$ cat config.mk
export PLATFORM = sky130hd
export DESIGN_NAME = cnn_layer_sequencer
export DESIGN_NICKNAME = d
export VERILOG_FILES = /design/src/rtl/cnn_layer_sequencer.sv
export SDC_FILE = /design/constraint.sdc
export NUM_CORES = 1
export LEC_CHECK = 0
export BUFFER_PORTS_ARGS = -buffer_cell sky130_fd_sc_hd__clkbuf_2
export CORE_MARGIN = 2
export CORE_UTILIZATION = 50
export CTS_CLUSTER_DIAMETER = 200
export DETAILED_ROUTE_END_ITERATION = 10
export HOLD_SLACK_MARGIN = 0.05
export PLACE_DENSITY = 0.69
export SLEW_MARGIN = 40
export SYNTH_ARGS = -nofsm -noshare
export SYNTH_HDL_FRONTEND = slang
export SYNTH_SLANG_ARGS = --single-unit
$ cat constraint.sdc
create_clock -name HCLK -period 3.3 [get_ports HCLK]
set_input_delay 0.33 -clock HCLK [delete_from_list [all_inputs] [get_ports HCLK]]
set_output_delay 0.33 -clock HCLK [all_outputs]
set_load 0.02 [all_outputs]
$ cat src/rtl/cnn_layer_sequencer.sv
// cnn_layer_sequencer
//
// Walks a small per-layer descriptor table and drives the accelerator core
// through one layer after another: loads the base address and the layer
// configuration word, pulses layer_start, waits for layer_done, advances the
// weight/parameter bases by kernel type, idles for GAP_CYCLES, then moves on
// to the next layer. The CPU writes the table and the layer count, then
// pulses seq_start once.
//
// Optional feature macro: CNN_SEQ_TIMEOUT_EN enables a WAIT-state watchdog
// that raises the sticky seq_error after TIMEOUT_CYCLES without layer_done.
// Without it, WAIT waits indefinitely and seq_error is tied to 0.
//
// Ports:
//   HCLK, HRESETn          clock, asynchronous active-low reset
//   cfg_we/cfg_idx/cfg_wdata  descriptor write {act_shift[2:0], bias_shift[4:0], is_conv3x3};
//                          accepted only while idle
//   n_layer                layer count, latched at start and clamped to MAX_LAYER
//   seq_start, seq_abort   run request (level, sampled in idle) and abort
//   layer_done             accelerator layer complete (honoured only in WAIT)
//   base_addr              {param_base[11:0], weight_base[19:0]}
//   layer_config           {16'h0, act, bias, idx[3:0], is_last, is_conv3x3, is_last, is_first}
//   layer_start            one-cycle start pulse to the accelerator
//   cur_layer              index of the layer in flight
//   seq_busy/seq_done/seq_error  status (done and error are sticky)

module cnn_layer_sequencer #(
    parameter int unsigned MAX_LAYER      = 8,
    parameter int unsigned W_LIDX         = $clog2(MAX_LAYER),
    parameter int unsigned Ti             = 16,
    parameter int unsigned To             = 16,
    parameter int unsigned N              = 16,
    parameter int unsigned GAP_CYCLES     = 128,
    parameter int unsigned TIMEOUT_CYCLES = 1 << 20
) (
    input  logic              HCLK,
    input  logic              HRESETn,
    input  logic              cfg_we,
    input  logic [W_LIDX-1:0] cfg_idx,
    input  logic [8:0]        cfg_wdata,
    input  logic [W_LIDX:0]   n_layer,
    input  logic              seq_start,
    input  logic              seq_abort,
    input  logic              layer_done,
    output logic [31:0]       base_addr,
    output logic [31:0]       layer_config,
    output logic              layer_start,
    output logic [W_LIDX-1:0] cur_layer,
    output logic              seq_busy,
    output logic              seq_done,
    output logic              seq_error
);

    localparam logic [19:0]     WIncConv3 = 20'((Ti * To * 9) / N);
    localparam logic [19:0]     WIncConv1 = 20'(To);
    localparam logic [11:0]     PInc      = 12'(To);
    localparam int unsigned     GapW      = (GAP_CYCLES > 1) ? $clog2(GAP_CYCLES) : 1;
    localparam logic [GapW-1:0] GapLast   = GapW'(GAP_CYCLES - 1);
    localparam logic [W_LIDX:0] MaxN      = (W_LIDX + 1)'(MAX_LAYER);
    localparam logic [W_LIDX:0] OneN      = (W_LIDX + 1)'(1);

    typedef enum logic [2:0] {
        StIdle,
        StSetup,
        StStart,
        StWait,
        StGap
    } state_e;

    state_e              state_q, state_d;
    logic [W_LIDX-1:0]   idx_q, idx_d;
    logic [W_LIDX:0]     n_q, n_d;
    logic [19:0]         wbase_q, wbase_d;
    logic [11:0]         pbase_q, pbase_d;
    logic [GapW-1:0]     gap_cnt_q, gap_cnt_d;
    logic [31:0]         base_addr_q, base_addr_d;
    logic [31:0]         layer_config_q, layer_config_d;
    logic                layer_start_q, layer_start_d;
    logic [W_LIDX-1:0]   cur_layer_q, cur_layer_d;
    logic                done_q, done_d;
    logic [8:0]          desc_q [MAX_LAYER];

    logic                load_setup;
    logic                last_layer;
    logic [W_LIDX:0]     n_eff;

`ifdef CNN_SEQ_TIMEOUT_EN
    localparam int unsigned    ToW    = (TIMEOUT_CYCLES > 1) ? $clog2(TIMEOUT_CYCLES) : 1;
    localparam logic [ToW-1:0] ToLast = ToW'(TIMEOUT_CYCLES - 1);
    logic [ToW-1:0] to_cnt_q, to_cnt_d;
    logic           error_q, error_d;
`else
    logic unused_timeout;
    assign unused_timeout = ^TIMEOUT_CYCLES;
`endif

    function automatic logic [31:0] make_config(input logic [8:0]        desc,
                                                input logic [W_LIDX-1:0] idx,
                                                input logic [W_LIDX:0]   n);
        logic is_first;
        logic is_last;
        is_first = (idx == '0);
        is_last  = ({1'b0, idx} == (n - OneN));
        return {16'h0, desc[8:1], 4'(idx), is_last, desc[0], is_last, is_first};
    endfunction

    assign last_layer = ({1'b0, idx_q} == (n_q - OneN));
    assign n_eff      = (n_layer > MaxN) ? MaxN : n_layer;

    always_comb begin
        state_d        = state_q;
        idx_d          = idx_q;
        n_d            = n_q;
        wbase_d        = wbase_q;
        pbase_d        = pbase_q;
        gap_cnt_d      = gap_cnt_q;
        base_addr_d    = base_addr_q;
        layer_config_d = layer_config_q;
        layer_start_d  = 1'b0;
        cur_layer_d    = cur_layer_q;
        done_d         = done_q;
        load_setup     = 1'b0;
`ifdef CNN_SEQ_TIMEOUT_EN
        to_cnt_d       = to_cnt_q;
        error_d        = error_q;
`endif

        // Abort wins over everything else; outputs and sticky flags hold.
        if (seq_abort && (state_q != StIdle)) begin
            state_d = StIdle;
        end else begin
            case (state_q)
                StIdle: begin
                    if (seq_start) begin
                        idx_d   = '0;
                        n_d     = n_eff;
                        wbase_d = '0;
                        pbase_d = '0;
                        done_d  = 1'b0;
`ifdef CNN_SEQ_TIMEOUT_EN
                        error_d = 1'b0;
`endif
                        if (n_eff == '0) begin
                            done_d = 1'b1;
                        end else begin
                            state_d    = StSetup;
                            load_setup = 1'b1;
                        end
                    end
                end
                StSetup: begin
                    state_d       = StStart;
                    layer_start_d = 1'b1;
                end
                StStart: begin
                    state_d = StWait;
`ifdef CNN_SEQ_TIMEOUT_EN
                    to_cnt_d = '0;
`endif
                end
                StWait: begin
                    if (layer_done) begin
                        wbase_d   = wbase_q + (desc_q[idx_q][0] ? WIncConv3 : WIncConv1);
                        pbase_d   = pbase_q + PInc;
                        gap_cnt_d = '0;
                        state_d   = StGap;
                    end
`ifdef CNN_SEQ_TIMEOUT_EN
                    else if (to_cnt_q == ToLast) begin
                        error_d = 1'b1;
                        state_d = StIdle;
                    end else begin
                        to_cnt_d = to_cnt_q + 1'b1;
                    end
`endif
                end
                StGap: begin
                    if (gap_cnt_q == GapLast) begin
                        if (last_layer) begin
                            state_d = StIdle;
                            done_d  = 1'b1;
                        end else begin
                            idx_d      = idx_q + 1'b1;
                            state_d    = StSetup;
                            load_setup = 1'b1;
                        end
                    end else begin
                        gap_cnt_d = gap_cnt_q + 1'b1;
                    end
                end
                default: state_d = StIdle;
            endcase
        end

        // Outputs are registered on entry to SETUP so they are valid for the
        // whole SETUP cycle and hold until the next SETUP.
        if (load_setup) begin
            base_addr_d    = {pbase_d, wbase_d};
            layer_config_d = make_config(desc_q[idx_d], idx_d, n_d);
            cur_layer_d    = idx_d;
        end
    end

    always_ff @(posedge HCLK or negedge HRESETn) begin
        if (!HRESETn) begin
            state_q        <= StIdle;
            idx_q          <= '0;
            n_q            <= '0;
            wbase_q        <= '0;
            pbase_q        <= '0;
            gap_cnt_q      <= '0;
            base_addr_q    <= '0;
            layer_config_q <= '0;
            layer_start_q  <= 1'b0;
            cur_layer_q    <= '0;
            done_q         <= 1'b0;
        end else begin
            state_q        <= state_d;
            idx_q          <= idx_d;
            n_q            <= n_d;
            wbase_q        <= wbase_d;
            pbase_q        <= pbase_d;
            gap_cnt_q      <= gap_cnt_d;
            base_addr_q    <= base_addr_d;
            layer_config_q <= layer_config_d;
            layer_start_q  <= layer_start_d;
            cur_layer_q    <= cur_layer_d;
            done_q         <= done_d;
        end
    end

    always_ff @(posedge HCLK or negedge HRESETn) begin
        if (!HRESETn) begin
            for (int i = 0; i < int'(MAX_LAYER); i++) begin
                desc_q[i] <= '0;
            end
        end else if (cfg_we && (state_q == StIdle) && ({1'b0, cfg_idx} < MaxN)) begin
            desc_q[cfg_idx] <= cfg_wdata;
        end
    end

`ifdef CNN_SEQ_TIMEOUT_EN
    always_ff @(posedge HCLK or negedge HRESETn) begin
        if (!HRESETn) begin
            to_cnt_q <= '0;
            error_q  <= 1'b0;
        end else begin
            to_cnt_q <= to_cnt_d;
            error_q  <= error_d;
        end
    end

    assign seq_error = error_q;
`else
    assign seq_error = 1'b0;
`endif

    assign base_addr    = base_addr_q;
    assign layer_config = layer_config_q;
    assign layer_start  = layer_start_q;
    assign cur_layer    = cur_layer_q;
    assign seq_busy     = (state_q != StIdle);
    assign seq_done     = done_q;

endmodule
=== Yosys cells after proc, flatten, opt, wreduce, memory -nomap -nowiden ===
Cells that the tools add are included.

* Flip-flop bits (word level): 173
* Bits of input ports: 22
* Output and inout bits: 71
* Logic and storage cells: 112

* $add $sub $neg: 6
* $lt $le $gt $ge: 5
* Eq/ne operators: 16
* Muxes and demuxes: 50
* Bitwise gates (word level): 4
* Reductions and logical operators: 12

{| class="wikitable"
|+ Operator list
! kind !! number
|-
| bitwise mux 72 bit || 1
|-
| 2-to-1 mux 20 bit || 3
|-
| binary-select mux 9 bit (select 3 bit) || 2
|-
| one-hot mux 20 bit (2 select lines) || 1
|-
| 2-to-1 mux 12 bit || 3
|-
| demux 9 bit (select 3 bit) || 1
|-
| 2-to-1 mux 3 bit || 9
|-
| 2-to-1 mux 9 bit || 3
|-
| one-hot mux 12 bit (2 select lines) || 1
|-
| adder 20 x 8 -> 20 bit || 1
|-
| 2-to-1 mux 4 bit || 4
|-
| one-hot mux 3 bit (5 select lines) || 1
|-
| 2-to-1 mux 1 bit || 14
|-
| 2-to-1 mux 7 bit || 2
|-
| one-hot mux 7 bit (2 select lines) || 1
|-
| adder 12 x 5 -> 12 bit, second input constant || 1
|-
| >= comparator 4 bit, second input constant || 3
|-
| inequality test 3 bit, second input constant || 4
|-
| NOT 3 -> 4 bit || 3
|-
| inequality test 2 bit, second input constant || 5
|-
| equality test 3 x 4 -> 1 bit || 2
|-
| 2-to-1 mux 8 bit || 1
|-
| AND reduction 4 bit || 2
|-
| subtractor 4 x 1 -> 4 bit, second input constant || 2
|-
| other kinds (17) || 23
|}

=== Longest topological paths before layout ===
Gate-level depths: netlist of run 1.

* Word-level depth: 10
* Gate-level depth with buffers: 12
* Depth with buffers taken out: 10

=== Worst setup path before layout of run 1 ===
OpenSTA, ideal clock, no wires.

* Kind: flip-flop to flip-flop
* Start point: register idx_q[0]
* End point: register base_addr_q[19] (netlist: base_addr[19])
* Library setup time: 0.065 ns
* Arrival: 2.978 ns
* Data required time: 3.235 ns
* Slack: 0.257 ns
* Cell stages (with the launch flop): 11
* Buffers on the path: 0
* Period minus slack after synthesis: 3.043 ns
* Cell sequence: dfrtp_1 > mux4_2 > mux2_2 > ha_1 > a41oi_1 > nor4_1 > and4_1 > nand4_1 > or3_1 > o21ai_0 > mux2_2

* Longest elaborated chain between the ends: 9
* Elaborated cells between the ends (all ways): 14
* Classes of those cells: add/sub (1); eq/ne (1); mux (11); bitwise (1)

{| class="wikitable"
|+ Ends and longest elaborated chain
! what !! RTL line !! source
|-
| start, declared || 71 || <nowiki>logic [W_LIDX-1:0] idx_q, idx_d;</nowiki>
|-
| start signal, assigned || 219 || <nowiki>idx_q <= idx_d;</nowiki>
|-
| NOT 3 -> 4 bit (implied by the code) || 163 || <nowiki>wbase_d = wbase_q + (desc_q[idx_q][0] ? WIncConv3 : WIncConv1);</nowiki>
|-
| binary-select mux 9 bit (select 3 bit) || 163 ||
|-
| 2-to-1 mux 1 bit (implied by the code) (2 in series) || 163 ||
|-
| 2-to-1 mux 8 bit || 163 ||
|-
| adder 20 x 8 -> 20 bit || 163 ||
|-
| 2-to-1 mux 20 bit || 162 || <nowiki>if (layer_done) begin</nowiki>
|-
| one-hot mux 20 bit (2 select lines) || 132 || <nowiki>case (state_q)</nowiki>
|-
| 2-to-1 mux 20 bit || 129 || <nowiki>if (seq_abort && (state_q != StIdle)) begin</nowiki>
|-
| named net wbase_d[19] || 73 || <nowiki>logic [19:0] wbase_q, wbase_d;</nowiki>
|-
| end signal, assigned || 224 || <nowiki>base_addr_q <= base_addr_d;</nowiki>
|-
| end, declared || 76 || <nowiki>logic [31:0] base_addr_q, base_addr_d;</nowiki>
|}

The timed path passes the listed nets, and every way through them passes these cells. The select of a mux whose other input is x is not followed.
A chain may end at the register's enable or synchronous reset.

=== Worst setup path in the final report of run 1 ===
Same ends and word-level chain as after synthesis.

==> results of run 1 <==
==> cells in the final DEF (no fill, tap or decap), drive strengths merged, types with 6 or more instances in the layout <==
| master | netlist | layout |
|---|---|---|
| clkinv | 0 | 7 |
| or3 | 12 | 12 |
| o21ai | 47 | 47 |
| o22ai | 11 | 11 |
| inv | 22 | 22 |
| dfrtp | 169 | 169 |
| nand3 | 25 | 25 |
| conb | 1 | 18 |
| ha | 7 | 7 |
| a31oi | 10 | 10 |
| a21oi | 23 | 23 |
| xor2 | 10 | 10 |
| nor2 | 61 | 61 |
| mux2 | 82 | 82 |
| buf | 32 | 21 |
| nand2 | 83 | 83 |
| clkbuf | 19 | 96 |
| mux2i | 30 | 30 |
| nor3 | 6 | 6 |
==> cells by family (layout without fill, tap and decap cells) <==
logic type | Yosys count | count (layout)
other | 1 | 18
xor gates and xnor gates | 15 | 15
AOI/OAI and AO/OA | 111 | 111
DFF | 169 | 169
and+or+nand+nor | 225 | 225
muxes | 114 | 114
buffers and inverters | 73 | 150
adders and majority gates | 7 | 7
==> what timing repair did <==
item / 4_1_cts / 5_1_grt
endpoints found under the setup margin: 0 / 5
hold buffers: 1 / 0
hold endpoints to repair: 92 / 0
gates resized for setup: 0 / 5
==> flip-flops by register name, indices dropped and copies added, names as in the netlist, 2 cells and up <==
name / count
pbase_q: 12
layer_config: 12
n_q: 4
cur_layer: 2
gap_cnt_q: 7
base_addr: 32
state_q: 3
wbase_q: 20
idx_q: 3
desc_q: 72
==> layout make-up <==
class | instances | area [um^2]
Timing Repair Buffer | 96 | 592
Tap cell | 211 | 264
Multi-Input combinational cell | 490 | 3360
Fill cell | 1316 | 6180
Inverter | 22 | 85.1
Sequential cell | 169 | 4230
Clock inverter | 10 | 118
Clock buffer | 22 | 484
==> synth_stat cells, types with 3 or more instances <==
cell,number
dfrtp_1,169
nand2_1,83
mux2_2,82
nor2_1,61
o21ai_0,47
mux2i_1,30
a21oi_1,23
nand3_1,23
buf_4,22
inv_1,20
clkbuf_1,19
o22ai_1,11
or3_1,11
a31oi_1,9
xor2_1,9
ha_1,7
buf_2,6
nand4_1,5
xnor2_1,5
and3_1,4
buf_6,4
nand2b_1,4
nand3b_1,4
nor3b_1,4
a41oi_1,3
and2_1,3
and4_1,3
nor3_1,3
nor3_2,3
nor4_1,3
==> how the worst min path moves through the flow <==
stage,end,cells past startpoint,from,slack (ns)
6_report,state_q[1]$_DFFE_PN0P_,2,seq_abort,0.20
5_1_grt,state_q[1]$_DFFE_PN0P_,2,seq_abort,0.19
3_5_place_dp,wbase_q[1]$_DFF_PN0_,2,wbase_q[1]$_DFF_PN0_,0.44
2_1_floorplan,base_addr[0]$_DFFE_PN0P_,0,HRESETn,0.03
3_3_place_gp,wbase_q[0]$_DFF_PN0_,2,wbase_q[0]$_DFF_PN0_,0.43
4_1_cts,state_q[1]$_DFFE_PN0P_,2,seq_abort,0.17
==> metal layers <==
metal	track usage (%)	routed length, um	part of all wire [%]	vias to the layer above
met5	0	0	0	-
met2	37.3	8650	49	160
met3	5.16	912	5.2	19
met4	7.91	245	1.4	0
li1	-	-	-	2636
met1	28.7	7720	44	2791
==> worst max-delay path, cell delays in order, from the launching register on <==
cell,delay [ns]
dfrtp_2,0.40
mux4_2,0.50
mux2_2,0.32
ha_4,0.30
a41oi_1,0.22
nor4_2,0.28
and4_1,0.29
nand4_1,0.13
or3_1,0.32
o21ai_0,0.10
mux2_2,0.18
==> power breakdown <==
part	switching, mW	internal (mW)
combinational	1.20	0.955
sequential	0.415	2.73
clock	0.803	1.19
==> metrics by stage <==
stage               cells  util (%)  setup slack (ns)  power, mW  hold slack [ns]
detailed placement    986      55.2            0.0880       5.32            0.440
global placement      986      55.2             0.139       5.20            0.434
floorplan             732         -             0.257       4.66           0.0344
global route         1020      59.6            0.0280       7.75            0.194
finish               1020      59.6             0.215       7.30            0.198
CTS                  1019      59.2            0.0627       7.34            0.169
==> flow_metrics.tcl, run 1 <==
set metrics [dict create \
    vias 5606 \
    numPortBuffers 74 \
    path_clk_slew_ns 0.06 \
    fp.dieArea_um2 16800 \
    hold_class "in -> reg" \
    drt-total-wl_um 17500 \
    die_height_um 130 \
    muxShareOfSynthArea_pct 16.1 \
    power.density_nw_per_um2 799 \
    synthXorXnorAreaFrac_pct 1.76 \
    status "completed" \
    via_per_inst 5.50 \
    ys.flop_type "dfrtp_1" \
    dp_hpwl_um 11900 \
    cp.required_ns 3.67 \
    insertion_delay_ns 0.43 \
    yosys_warnings 0 \
    critPathLaunchType "flip-flop" \
    cts_buffers 17 \
    num_antenna_cells 0 \
    finalNetCount 825 \
    worstMarginPinSlew_ns 0.646 \
    gr-total-overflow 0 \
    synth_area_leaders "dfrtp_1 54%, mux2_2 12%, nand2_1 3.9%, mux2i_1 3.8%, o21ai_0 3.0%" \
    areaGrowthSynthToFinish_pct 15.7 \
    tns_ns 0 \
    hold_viol_final 0 \
    cts_tree "built" \
    grt_start_max_net_pins 96 \
    synth.yosys.seq_area_share_pct 53.6 \
    criticalPathCategory "reg -> reg" \
    synth_compound_area_share_pct 8.86 \
    drc 0 \
    drtIter0Drc 445 \
    drive_above_1_share_pct 28.6 \
    synth_area_um2 7890 \
    endpoint "base_addr[19]$_DFFE_PN0P_" \
    regToRegEndpoint "base_addr[19]$_DFFE_PN0P_" \
    vdd_drop_max_mv 0.452 \
    initial_utilization_pct 51.5 \
    grt_usage_pct 22.3 \
    clock-sinks 169 \
    netlist_instances 715 \
    synth_cell_types 58 \
    cts_root_buf "clkbuf_16" \
    finalSetupViolCount 0 \
    htree_levels 4 \
    synth_top_area_share_pct 53.6 \
    drv_slew 0 \
    synth_top_family_by_area "multiplexers" \
    synth_area_per_cell_um2 11.0 \
    grt_pass1_vias 5715 \
    synthAdderAreaFrac_pct 1.11 \
    synth-edff-count 0 \
    grt_pass1_wl_um 28900 \
    synth_simple_gate_area_share_pct 13.5 \
    chipWidth_um 130 \
    placed_cell_area_um2 8460 \
    synth_area_leader_cell "dfrtp_1" \
    crit_start "idx_q[0]$_DFF_PN0_" \
    fin_crit_ns 3.08 \
    clock_skew_ns 0.00944 \
    crit_path_max_fanout 3 \
    reg2reg_depth 10 \
    antenna_found_initial 0 \
    rsz0062_at_grt "no" \
    rows 45 \
    regToRegSetupSlack_ns 0.22 \
    postRouteAntennaNets 0 \
    boundaryPins 93 \
    cp.arrival_ns 3.45 \
    gp_congestion 0.826 \
    async_flop_share_pct 100 \
    fmax_ghz 0.324 \
    maxCapViolCount 0 \
    critPathCaptureType "flip-flop" \
    wl_per_cell_um 17.2 \
    clockBufferDepth 2 \
    maxSlewHeadroom_pct 56.8 \
    firstDrtPassIters 6 \
    r2r-start "idx_q[0]$_DFF_PN0_" \
    p_leak_nw 4.48 \
    finalInstanceArea_um2 9130 \
    fin_crit_sh_pct 93.5 \
    cts_setup_buffers 0 \
    core_um2 15300 \
    synth-seq-cells 169 \
]
Note: power is estimated with default switching activity, not from simulation.
==> run 2, diff against run 1 <==
Settings changed: CELL_PAD_IN_SITES_DETAIL_PLACEMENT from default to 0, CELL_PAD_IN_SITES_GLOBAL_PLACEMENT from default to 2, CORE_UTILIZATION 50 to 38, PLACE_DENSITY 0.69 to default, PLACE_DENSITY_LB_ADDON from default to 0.1.
==> run 2 against run 1 <==
  * Sequential share of layout area fell by 0.052 points
  * Register-to-register slack worse by 0.02 ns
  * Combinational power about the same
  * Design area is essentially flat
  * Largest power group unchanged
==> flow_metrics.tcl, run 2 (synthesis results as in run 1) <==
set metrics [dict create \
    status "completed" \
    largest_reg_flops 72 \
    fp.dieArea_um2 21900 \
    finalSetupViolCount 0 \
    rsz0062_at_grt "yes" \
    numPortBuffers 74 \
    drt-total-wl_um 18800 \
    p_sw_share_pct 34.0 \
    grt_usage_pct 18.0 \
    p_leak_nw 4.46 \
    grt_pass1_wl_um 30400 \
    reg2reg_depth 10 \
    areaGrowthSynthToFinish_pct 15.8 \
    worst_slack_ns 0.191 \
    p_seq_share_pct 43.3 \
    slowest_stage "mux4_2" \
    maxCapViolCount 0 \
    insertion_delay_ns 0.43 \
    cpMostUsedCell "mux2_2" \
    fin_crit_ns 3.11 \
    hold_viol_final 0 \
    critPathTopFamily "multiplexers" \
    vias 5547 \
    layout_common_cells "169 x dfrtp_1, 83 x nand2_1, 82 x mux2_2" \
    drv_slew 0 \
    switchingPower_mw 2.45 \
    fmax_ghz 0.322 \
    core_um2 20300 \
    cp.required_ns 3.67 \
    cts_root_buf "clkbuf_16" \
    maxSlewHeadroom_pct 50.8 \
    power.density_nw_per_um2 789 \
    boundaryPins 93 \
    wl_per_cell_um 17.4 \
    hold_depth 2 \
    initial_utilization_pct 38.9 \
    firstDrtPassIters 4 \
    path_cells "mux4_2, mux2_2, ha_1, a41oi_1, nor4_2, and4_1, nand4_1, or3_1, o21ai_0, mux2_2" \
    cp_num_cells 10 \
    postRouteAntennaNets 0 \
    fin_total_pwr_mw 7.21 \
    htree_levels 4 \
    drtIter0Drc 340 \
    internal_power_mw 4.76 \
    combinationalPowerShare_pct 29.6 \
    path_clk_slew_ns 0.07 \
    drive_above_1_share_pct 28.4 \
    largest_register "desc_q" \
    drc 0 \
    gp_congestion 0.796 \
    rows 52 \
    grt_start_max_net_pins 78 \
    hold_class "in -> reg" \
    worstMarginPinSlew_ns 0.738 \
    cts_tree "built" \
    gr-total-overflow 0 \
    place_inst 1049 \
    clock_power_share_pct 27.0 \
    cp.buffers_inverters 0 \
    critPathCaptureType "flip-flop" \
    final_common_cell "dfrtp_1" \
    crit_path_max_fanout 3 \
    critPathMaxStageDelay_ns 0.52 \
    finalNetCount 828 \
    antenna_found_initial 0 \
    grt_pass1_vias 5572 \
    critPathLaunchType "flip-flop" \
    num_antenna_cells 0 \
    cp.arrival_ns 3.48 \
    via_per_inst 5.13 \
    pre_cts_ws_ns 0.143 \
    clock_skew_ns 0.00959 \
    vdd_drop_max_mv 0.317 \
    die_height_um 148 \
    clock-sinks 169 \
    instances_no_fill 1082 \
    criticalPathCategory "reg -> reg" \
    dp_hpwl_um 12900 \
    cts_buffers 17 \
    fin_crit_sh_pct 94.2 \
    clockBufferDepth 2 \
    chipWidth_um 148 \
]
==> run 2: cell types whose count changed in the layout (fill, tap and decap cells not counted), moves of 2 or more <==
cell        delta
clkinv_2       -3
inv_6          +4
clkbuf_8       -4
buf_12         -2
clkinvlp_4     +2
buf_4          +6
==> run 2: layout make-up <==
type	instances	area, um^2
Fill cell	1950	11200
Clock buffer	19	443
Multi-Input combinational cell	490	3340
Tap cell	270	338
Timing Repair Buffer	99	567
Inverter	22	85.1
Clock inverter	13	134
Sequential cell	169	4230
==> run 2: routing by layer <==
| layer | vias to the layer above | wire length, um | global-route usage, % |
|---|---|---|---|
| met4 | 0 | 228 | 5.10 |
| met1 | 2792 | 8420 | 23.1 |
| met5 | - | 0 | 0 |
| met3 | 17 | 671 | 3.99 |
| met2 | 93 | 9480 | 30.8 |
| li1 | 2645 | - | - |
==> run 2: final timing paths <==
check,startpoint,end,slack [ns]
hold reg to reg,pbase_q[1]$_DFF_PN0_,pbase_q[1]$_DFF_PN0_,0.45
hold / removal,seq_abort,state_q[1]$_DFFE_PN0P_,0.18
min in group asynchronous,HRESETn,gap_cnt_q[5]$_DFFE_PN0P_,0.50
max in group asynchronous,HRESETn,idx_q[1]$_DFF_PN0_,1.93
setup reg to reg,idx_q[0]$_DFF_PN0_,base_addr[19]$_DFFE_PN0P_,0.19
setup / recovery,idx_q[0]$_DFF_PN0_,base_addr[19]$_DFFE_PN0P_,0.19
==> run 2: worst reg2reg max path: stages (launching register included) <==
cell and delay, ns:
dfrtp_1 0.41, mux4_2 0.52, mux2_2 0.30, ha_1 0.33, a41oi_1 0.20, nor4_2 0.25, and4_1 0.31, nand4_1 0.13
or3_1 0.31, o21ai_0 0.11, mux2_2 0.19
==> run 2: what timing repair did <==
item,in CTS,in global routing
hold endpoints to repair,73,0
gates resized for setup,0,2
hold buffers,1,0
buffers inserted,0,0
endpoints found under the setup margin,0,6
==> run 2: power groups by stage <==
stage	combinational [mW]	sequential, mW	clock (mW)
after floorplan	1.41	3.25	0
after global placement	2.14	3.13	0
after detailed placement	2.17	3.17	0
after CTS	2.18	3.13	2.02
after global routing	2.36	3.22	2.11
final	2.14	3.13	1.95
==> run 2: per-stage QoR <==
stage	area (um^2)	util [%]	setup TNS [ns]	hold WS [ns]
final	9140	45.0	0	0.181
after global routing	9140	45.0	-0.0330	0.174
after CTS	9130	45.0	0	0.159
after detailed placement	8540	42.1	0	0.428
after global placement	8540	42.1	0	0.419
after floorplan	7950	-	0	0.0344
